## src/rtl/counter_mod_n.sv

```systemverilog
// Parametrised synchronous modulo-N counter ('163 control model) with registered wrap flag.
// Optional down counting is enabled by defining COUNTER_MOD_DOWN_EN.
module counter_mod_n #(
  parameter int          WIDTH   = 8,
  parameter int unsigned MODULUS = 2**WIDTH,
  parameter int unsigned INIT    = 0
) (
  input  logic             clk,
  input  logic             rst,
  input  logic [WIDTH-1:0] d,
  input  logic             pe_n,
  input  logic             cet,
  input  logic             cep,
  input  logic             dir,
  output logic [WIDTH-1:0] q,
  output logic             tc,
  output logic             wrap
);

  if (WIDTH < 1 || MODULUS < 2 || longint'(MODULUS) > (longint'(1) << WIDTH)) begin : g_bad_modulus
    $fatal(1, "counter_mod_n: illegal WIDTH/MODULUS combination");
  end
  if (INIT >= MODULUS) begin : g_bad_init
    $fatal(1, "counter_mod_n: INIT must be below MODULUS");
  end

  // Terminal value held in WIDTH+1 bits so MODULUS = 2**WIDTH stays exact.
  localparam logic [WIDTH:0]   L_TERM   = (WIDTH+1)'(MODULUS - 1);
  localparam logic [WIDTH-1:0] L_TERM_Q = L_TERM[WIDTH-1:0];
  localparam logic [WIDTH-1:0] L_INIT   = WIDTH'(INIT);
  localparam logic [WIDTH:0]   L_ONE    = (WIDTH+1)'(1);

  logic [WIDTH-1:0] r_q;
  logic             r_wrap;

  logic [WIDTH:0]   w_q_ext;
  logic [WIDTH:0]   w_sum;
  logic [WIDTH-1:0] w_up_q;
  logic             w_up_wrap;
  logic [WIDTH-1:0] w_cnt_q;
  logic             w_cnt_wrap;
  logic             w_tc_hit;
  logic             w_unused_bits;

  assign w_q_ext = {1'b0, r_q};
  assign w_sum   = w_q_ext + L_ONE;

  always_comb begin
    w_up_q    = w_sum[WIDTH-1:0];
    w_up_wrap = 1'b0;
    // Anything at or above the terminal value (including loaded out-of-range data) wraps to 0.
    if (w_q_ext >= L_TERM) begin
      w_up_q    = '0;
      w_up_wrap = 1'b1;
    end
  end

`ifdef COUNTER_MOD_DOWN_EN
  logic [WIDTH:0]   w_diff;
  logic [WIDTH-1:0] w_dn_q;
  logic             w_dn_wrap;
  logic             w_unused_diff;

  assign w_diff        = w_q_ext - L_ONE;
  assign w_unused_diff = w_diff[WIDTH];

  always_comb begin
    w_dn_q    = w_diff[WIDTH-1:0];
    w_dn_wrap = 1'b0;
    if (r_q == '0) begin
      w_dn_q    = L_TERM_Q;
      w_dn_wrap = 1'b1;
    end else if (w_q_ext > L_TERM) begin
      // Out-of-range value re-enters the range at the top without flagging a wrap.
      w_dn_q    = L_TERM_Q;
      w_dn_wrap = 1'b0;
    end
  end

  always_comb begin
    w_cnt_q    = dir ? w_up_q    : w_dn_q;
    w_cnt_wrap = dir ? w_up_wrap : w_dn_wrap;
    w_tc_hit   = dir ? (w_q_ext == L_TERM) : (r_q == '0);
  end
`else
  always_comb begin
    w_cnt_q    = w_up_q;
    w_cnt_wrap = w_up_wrap;
    w_tc_hit   = (w_q_ext == L_TERM);
  end
`endif

  assign w_unused_bits = dir ^ w_sum[WIDTH];

  always_ff @(posedge clk) begin
    if (rst) begin
      r_q    <= L_INIT;
      r_wrap <= 1'b0;
    end else if (!pe_n) begin
      r_q    <= d;
      r_wrap <= 1'b0;
    end else if (cet && cep) begin
      r_q    <= w_cnt_q;
      r_wrap <= w_cnt_wrap;
    end else begin
      r_wrap <= 1'b0;
    end
  end

  assign q    = r_q;
  assign wrap = r_wrap;
  assign tc   = cet & w_tc_hit;

endmodule

```

## config.mk

```make
export PLATFORM = sky130hd
export DESIGN_NAME = counter_mod_n
export DESIGN_NICKNAME = d
export VERILOG_FILES = /design/src/rtl/counter_mod_n.sv
export SDC_FILE = /design/constraint.sdc
export NUM_CORES = 1
export LEC_CHECK = 0
export ABC_AREA = 1
export CAP_MARGIN = 20
export CORE_AREA = 2 2 39 41
export CTS_CLUSTER_SIZE = 12
export DETAILED_ROUTE_END_ITERATION = 12
export DIE_AREA = 0 0 41 43
export GPL_ROUTABILITY_DRIVEN = 0
export GPL_TIMING_DRIVEN = 0
export PLACE_DENSITY = 0.79
export SETUP_SLACK_MARGIN = 0.1
export SKIP_LAST_GASP = 1
export SLEW_MARGIN = 20
export SYNTH_ARGS = -nofsm -noshare
export SYNTH_HDL_FRONTEND = slang
export SYNTH_SLANG_ARGS = --single-unit
```

## constraint.sdc

```tcl
create_clock -name clk -period 3.3 [get_ports clk]
set_input_delay 0.33 -clock clk [delete_from_list [all_inputs] [get_ports clk]]
set_output_delay 0.33 -clock clk [all_outputs]
set_load 0.05 [all_outputs]
```

# Word-level counts from Yosys, hierarchy flattened

Cells that the tools add are included.

Order comparisons: 1
Multiply operators: 0
Mux-type cells: 4
Equality and inequality tests: 2
Bitwise operators: 3
$add $sub $neg: 1
Shifts and indexed selects: 0
Reduce and logical (&&, ||, !) cells: 2
Div/mod/pow operators: 0

Operators by type and width:

| operator                                                                | number |
|---|---|
| 8-bit 2-to-1 mux                                                        | 3 |
| 8-bit by 1-bit adder with 8-bit output, second input constant           | 1 |
| 8-bit equality test, second input constant                              | 1 |
| 8-bit >= comparator, second input constant                              | 1 |
| 3-bit OR reduction                                                      | 1 |
| 2-bit by 1-bit inequality test with 1-bit output, second input constant | 1 |
| 1-bit NOT                                                               | 2 |
| 1-bit AND                                                               | 1 |
| 1-bit logical AND                                                       | 1 |
| 1-bit 2-to-1 mux                                                        | 1 |

Memories: 0
Output and inout bits: 10
Bits in latches: 0
Flip-flop bits (word level): 9
RAM bits: 0
Input port bits: 14
Logic and storage cells: 15
Memory bits (read-only): 0

# Logic depth before layout (Yosys ltp)

Gate-level depths: netlist of run 1.

Word-level depth: 4
Depth in mapped cells: 8
Depth with buffers taken out: 8

# Least setup slack after synthesis of run 1

No wires, ideal clock.

Path kind: register to output
Start point: register r_q[1], in the netlist q[1]
End point: output tc
Path slack: 1027 ps
Arrival: 1943 ps
Required time: 2970 ps
Buffers on the path: 0
Stages on the path, launching flop included: 6
Cells stage by stage: dfxtp_1 ha_1 nand2_1 nor2_1 nand2_1 nor2_1

Word-level cells in the longest chain between the ends: 2

RTL lines:

| element                | RTL line | RTL |
|---|---|---|
| from (decl)            | 33       | `logic [WIDTH-1:0] r_q;` |
| from (signal assigned) | 103      | `r_q <= w_cnt_q;` |
| 8-bit equality test    | 89       | `w_tc_hit = (w_q_ext == L_TERM);` |
| 1-bit AND              | 112      | `assign tc = cet & w_tc_hit;` |
| to (decl)              | 16       | `output logic tc,` |

No other way between the ends.

# Worst setup path after layout of run 1

Start point: register r_q[0], in the netlist q[0]
End point: output tc

The elaborated chain is that of the path after synthesis.

==> run_results.csv, run 1 <==
group,metric,value,unit
yosys,synth_area,546.8,µm²
floorplanning,initial_core_util,39.51,%
grt,grt.total_usage,17.85,%
drt,wl,1355,µm
floorplanning,core,1384,µm²
drt,drtAntennaViolNets,0,
grt,grt-busiest-layer,"met2",
final_layout,drive_gt1_share,6.140,%
worst_setup_path,critPathRequiredTime,2.97,ns
placed_design,post-place-ws,1.053,ns
yosys,synth_most_common_cell,"nand2_1",
placed_design,numPortBuffers,21,
final_layout,fin_area,803.3,µm²
min_path,min_path_type,"in2reg",
sta,maxSlewHeadroom,66.30,%
drt,dr.pass1.iters,4,
yosys,yosysTopAreaCellShare,32.95,%
yosys,synth_edf_count,0,
grt,grt_pass1_vias,547,
yosys,synth_top_area_cell,"dfxtp_1",
worst_setup_path,worstPathArrival,2.21,ns
sta,final_hold_viol_count,0,
min_path,min_from,"rst",
sta,post-route-period-util,77.00,%
grt,antenna_found_initial,0,
yosys,synth_fp_nets,104,
clock_tree,cts_hold_buf,0,
worst_setup_path,reg2reg_slack,1.93,ns
clock_tree,cts_root_buf,"clkbuf_4",
yosys,postSynth.asyncResetShare,0,%
yosys,netlist_instances,89,
drt,via_per_inst,4.900,
grt,grt_max_degree,11,
clock_tree,h-tree-depth,1,
floorplanning,die_area,1763,µm²
grt,use_met3,3.141,%
final_layout,fillers,151,
sta,setup_viol_count_final,0,
final_layout,fin_cells,130,
worst_setup_path,crit-reg2reg-launch,"q[0]",
sta,setup_ws,0.7591,ns
clock_tree,cts_made_buffers,3,
grt,grt_overflow,0,
worst_setup_path,cp_max_fo,4,
worst_setup_path,r2r-end,"q[3]",
pwr,power.density,357.8,nW/µm²
drt,route.detailed.drc,0,
yosys,ys_types,18,
drt,num_vias,637,
clock_tree,clock_latency,0.26,ns
worst_setup_path,ff2ff_path_depth,8,
placed_design,place_area,777.0,µm²
yosys,synth.area.top_cells,"dfxtp_1, nand2_1, nor2_1, inv_1, a21oi_1",
clock_tree,cts_tree,"yes",
pwr,ir_drop,0.1819,mV
floorplanning,dieHeight,43,µm
yosys,ys_warn_count,0,
job,maxCapViolCount,0,
drt,wl_per_cell,10.42,µm
sta,fin_tns_setup,0,ns
min_path,min_to,"q[3]",
sta,min_period,2.541,ns
sta,worstMarginPinSlew,0.5039,ns
floorplanning,rows,14,
pwr,p_leak,0.3332,nW
sta,fmax,393.6,MHz
final_layout,multi_input_area,314.1,µm²
clock_tree,cts_resized,0,
yosys,yosys_register_bits,9,
floorplanning,ioPinCount,24,
final_layout,regArea,180.2,µm²
yosys,yosysSeqAreaShare,32.95,%
yosys,netlist_top_cells_count,"nand2_1, nor2_1, inv_1, dfxtp_1, a21oi_1",
yosys,synth_ff_type,"dfxtp_1",
placed_design,placed_cells,126,
grt,grt_pass1_wl,2173,µm
grt,met1_usage,22.44,%
final_layout,nNetsFinal,130,
clock_tree,cts_setup_buffers,0,
clock_tree,clkSinkCount,9,
clock_tree,clk_pin_slew,0.07,ns
final_layout,area_delta_synth_final,46.91,%
clock_tree,clk_path_buf_depth,2,
placed_design,place_hpwl,1046,µm
drt,drt_iter0_drc,12,
sta,maxSlewViolCount,0,
run_status,outcome,"complete, no violations",
worst_setup_path,crit_path_end_kind,"primary output",
grt,use_met2,28.13,%
sta,clock_skew,0.005016,ns
sta,rsz0062_at_grt,"false",
floorplanning,fp.dieW,41,µm
yosys,syn_area_per_cell,6.144,µm²
worst_setup_path,path_class,"reg2out",
worst_setup_path,critPathLaunchType,"register",
final_layout,antenna_cells,0,
min_path,min_path_cells,2,
## metrics by stage
| stage | util (%) | hold WS [ns] | total power, mW |
|---|---|---|---|
| final | 58.05 | 0.4404 | 0.2874 |
| after global placement | 56.15 | 0.5170 | 0.2005 |
| after CTS | 58.05 | 0.4545 | 0.2874 |
| after global routing | 58.05 | 0.4824 | 0.3007 |
| after floorplan | - | 0.4921 | 0.1698 |
| after detailed placement | 56.15 | 0.5208 | 0.2017 |
## placed cells by master, fill, tap and decap left out, drive strengths merged
| cell | n |
|---|---|
| xor2 | 1 |
| ha | 1 |
| a21oi | 7 |
| nor3 | 1 |
| clkbuf | 5 |
| a31oi | 2 |
| nor2 | 13 |
| o21bai | 2 |
| o211ai | 1 |
| o21ai | 4 |
| dfxtp | 9 |
| nand3 | 4 |
| inv | 13 |
| a311oi | 1 |
| nand2 | 29 |
| clkdlybuf4s50 | 21 |
## worst max path at each step
stage | from | end | depth (start not counted)
6_report | q[0] | tc | 6
5_1_grt | q[0] | tc | 6
4_1_cts | q[0] | tc | 6
3_5_place_dp | q[0] | tc | 6
3_3_place_gp | q[0] | tc | 6
2_1_floorplan | q[1] | tc | 5
## layout make-up
type,instances,share of cell area [%]
Buffer,1,0.4673
Tap cell,16,2.492
Multi-Input combinational cell,66,39.10
Sequential cell,9,22.43
Timing Repair Buffer,21,26.17
Inverter,13,6.075
Clock buffer,4,3.271
## state kept, by name, summed over array words and instances (netlist names)
name  flops
wrap      1
q         8
## worst max-delay path: stages, from the launching register on
cell	delay [ns]
dfxtp_1	0.39
ha_1	0.21
nand2_1	0.11
nor2_1	0.19
nand2_1	0.12
nor2_1	0.12
clkdlybuf4s50_1	0.82
## power breakdown
part	switching [mW]	internal, mW	leakage [nW]
registers	0.00760	0.115	0.0741
clock network	0.0414	0.0467	0.0150
logic	0.0449	0.0318	0.244
## routing by layer
layer	vias up	part of all wire, %
met5	-	0
met4	0	1.8
met3	5	7.0
met2	24	47
met1	274	44
li1	334	-
## cells by family after synthesis
group,after synthesis,share of synthesized area (%)
flip-flops,9,32.95
buffers and inverters,14,9.611
AO/OA/AOI/OAI,17,18.76
XOR/XNOR,1,1.602
AND/OR/NAND/NOR,47,34.78
adder cells (fa/ha/maj),1,2.288
No activity file was read; power rests on OpenSTA's default activity.
==> run 2, diff against run 1 <==
--- a/config.mk
+++ b/config.mk
@@ -7,13 +7,13 @@
 export LEC_CHECK = 0
 export ABC_AREA = 1
 export CAP_MARGIN = 20
-export CORE_AREA = 2 2 39 41
+export CORE_MARGIN = 2
+export CORE_UTILIZATION = 39
 export CTS_CLUSTER_SIZE = 12
 export DETAILED_ROUTE_END_ITERATION = 12
-export DIE_AREA = 0 0 41 43
 export GPL_ROUTABILITY_DRIVEN = 0
 export GPL_TIMING_DRIVEN = 0
-export PLACE_DENSITY = 0.79
+export PLACE_DENSITY = 0.75
 export SETUP_SLACK_MARGIN = 0.1
 export SKIP_LAST_GASP = 1
 export SLEW_MARGIN = 20
==> constraint.sdc (replaced) <==
create_clock -name clk -period 2.59 [get_ports clk]
set_input_delay 0.259 -clock clk [delete_from_list [all_inputs] [get_ports clk]]
set_output_delay 0.259 -clock clk [all_outputs]
set_load 0.05 [all_outputs]
==> run_results.csv, run 2 (synthesis results as in run 1) <==
group,metric,value,unit
clock_tree,cts_root_buf,"clkbuf_4",
sta,clock_skew,0.002413,ns
clock_tree,cts_made_buffers,3,
final_layout,largest_register_ffs,8,
final_layout,fillers,147,
sta,worstMarginPinSlew,0.5009,ns
clock_tree,clk_pin_slew,0.07,ns
drt,drtAntennaViolNets,0,
sta,rsz0062_at_grt,"false",
final_layout,fin_area,804.5,µm²
drt,via_per_inst,4.899,
grt,antenna_found_initial,0,
grt,grt_max_degree,11,
worst_setup_path,worstPathArrival,1.77,ns
pwr,total_power,0.3698,mW
placed_design,place_hpwl,1029,µm
sta,maxSlewViolCount,0,
sta,fmax,491.7,MHz
worst_setup_path,critPathLaunchType,"register",
grt,grt.total_usage,17.30,%
grt,grt_pass1_wl,2277,µm
floorplanning,fp.dieW,41.45,µm
clock_tree,clkSinkCount,9,
clock_tree,cts_setup_buffers,0,
grt,grt_pass1_vias,546,
sta,fin_tns_setup,0,ns
drt,wl_per_cell,10.54,µm
clock_tree,clk_path_buf_depth,2,
worst_setup_path,cp_slowest_cell,"dlymetal6s2s_1",
final_layout,area_delta_synth_final,47.14,%
pwr,power.density,459.7,nW/µm²
sta,hold_slack,0.3643,ns
grt,grt_overflow,0,
final_layout,layout_commonest_cell,"nand2_1",
drt,dr.pass1.iters,4,
floorplanning,dieHeight,41.45,µm
final_layout,most-common-layout-cells,"nand2_1, clkdlybuf4s50_1, nor2_1, inv_1, dfxtp_1",
sta,final_hold_viol_count,0,
worst_setup_path,crit_path_cell_trace,"ha_1, nand2_1, nor2_1, nand2_1, nor2_1, dlymetal6s2s_1",
placed_design,placed_cells,125,
final_layout,drive_gt1_share,6.140,%
clock_tree,cts_hold_buf,0,
worst_setup_path,critPathRequiredTime,2.33,ns
sta,post-route-period-util,78.52,%
placed_design,numPortBuffers,21,
min_path,min_path_type,"in2reg",
pwr,p_leak,0.3519,nW
job,maxCapViolCount,0,
sta,maxSlewHeadroom,66.55,%
floorplanning,rows,13,
floorplanning,ioPinCount,24,
drt,wl,1360,µm
clock_tree,h-tree-depth,1,
floorplanning,die_area,1718,µm²
placed_design,place_area,775.7,µm²
final_layout,nNetsFinal,130,
drt,num_vias,632,
floorplanning,core,1301,µm²
pwr,ir_drop,0.2303,mV
worst_setup_path,cp_slowest_stage_delay,0.42,ns
drt,route.detailed.drc,0,
clock_tree,clock_latency,0.27,ns
sta,setup_viol_count_final,0,
sta,min_period,2.034,ns
worst_setup_path,crit_path_end_kind,"primary output",
floorplanning,initial_core_util,42.02,%
worst_setup_path,path_class,"reg2out",
worst_setup_path,cp_max_fo,4,
final_layout,fin_cells,129,
drt,drt_iter0_drc,7,
final_layout,antenna_cells,0,
run_status,outcome,"complete, no violations",
clock_tree,cts_tree,"yes",
[run 2: path summary, 6_finish.rpt]
path                            start  endpoint  slack [ns]  cells after the start
worst min register to register   q[1]      q[1]        0.53                      2
worst min-delay path              rst      q[6]        0.36                      2
worst max register to register   q[0]      q[3]        1.23                      8
worst max-delay path             q[0]        tc        0.56                      6
[run 2: where the power goes]
part | leakage, nW | internal [mW] | switching (mW)
registers | 0.0741 | 0.147 | 0.00986
logic | 0.263 | 0.0405 | 0.0571
clock network | 0.0150 | 0.0596 | 0.0563
total | 0.352 | 0.247 | 0.123
[run 2: timing repair]
action / CTS / global route
endpoints found under the setup margin: 0 / 1
gates resized for setup: 0 / 1
endpoints found under the hold margin: 0 / 0
[run 2: worst max-delay path, delay by kind of cell (launching register included)]
family	cells	cell delay, ns
flops	1	0.38
fa+ha+maj	1	0.22
simple gates	4	0.48
buf+inv	1	0.42
[run 2: layout make-up]
| class | instances | area [µm²] | share of cell area, % |
|---|---|---|---|
| Inverter | 13 | 48.80 | 6.065 |
| Tap cell | 15 | 18.77 | 2.333 |
| Multi-Input combinational cell | 66 | 314.1 | 39.04 |
| Timing Repair Buffer | 21 | 212.7 | 26.44 |
| Clock buffer | 4 | 26.28 | 3.266 |
| Buffer | 1 | 3.754 | 0.4666 |
| Sequential cell | 9 | 180.2 | 22.40 |
[run 2: per-layer routing]
metal  track usage [%]  vias to the layer above  routed length, µm
li1                  -                      333                  -
met1             23.47                      281                677
met2             25.00                       14                603
met3             3.913                        4                 51
met4             9.677                        0                 27
met5                 0                        -                  0
[run 2: per-stage QoR]
step | setup WS (ns) | utilization, %
detailed placement | 0.4598 | 59.62
global placement | 0.4793 | 59.62
global route | 0.4346 | 61.83
CTS | 0.1606 | 61.63
floorplan | 0.3883 | -
finish | 0.5564 | 61.83
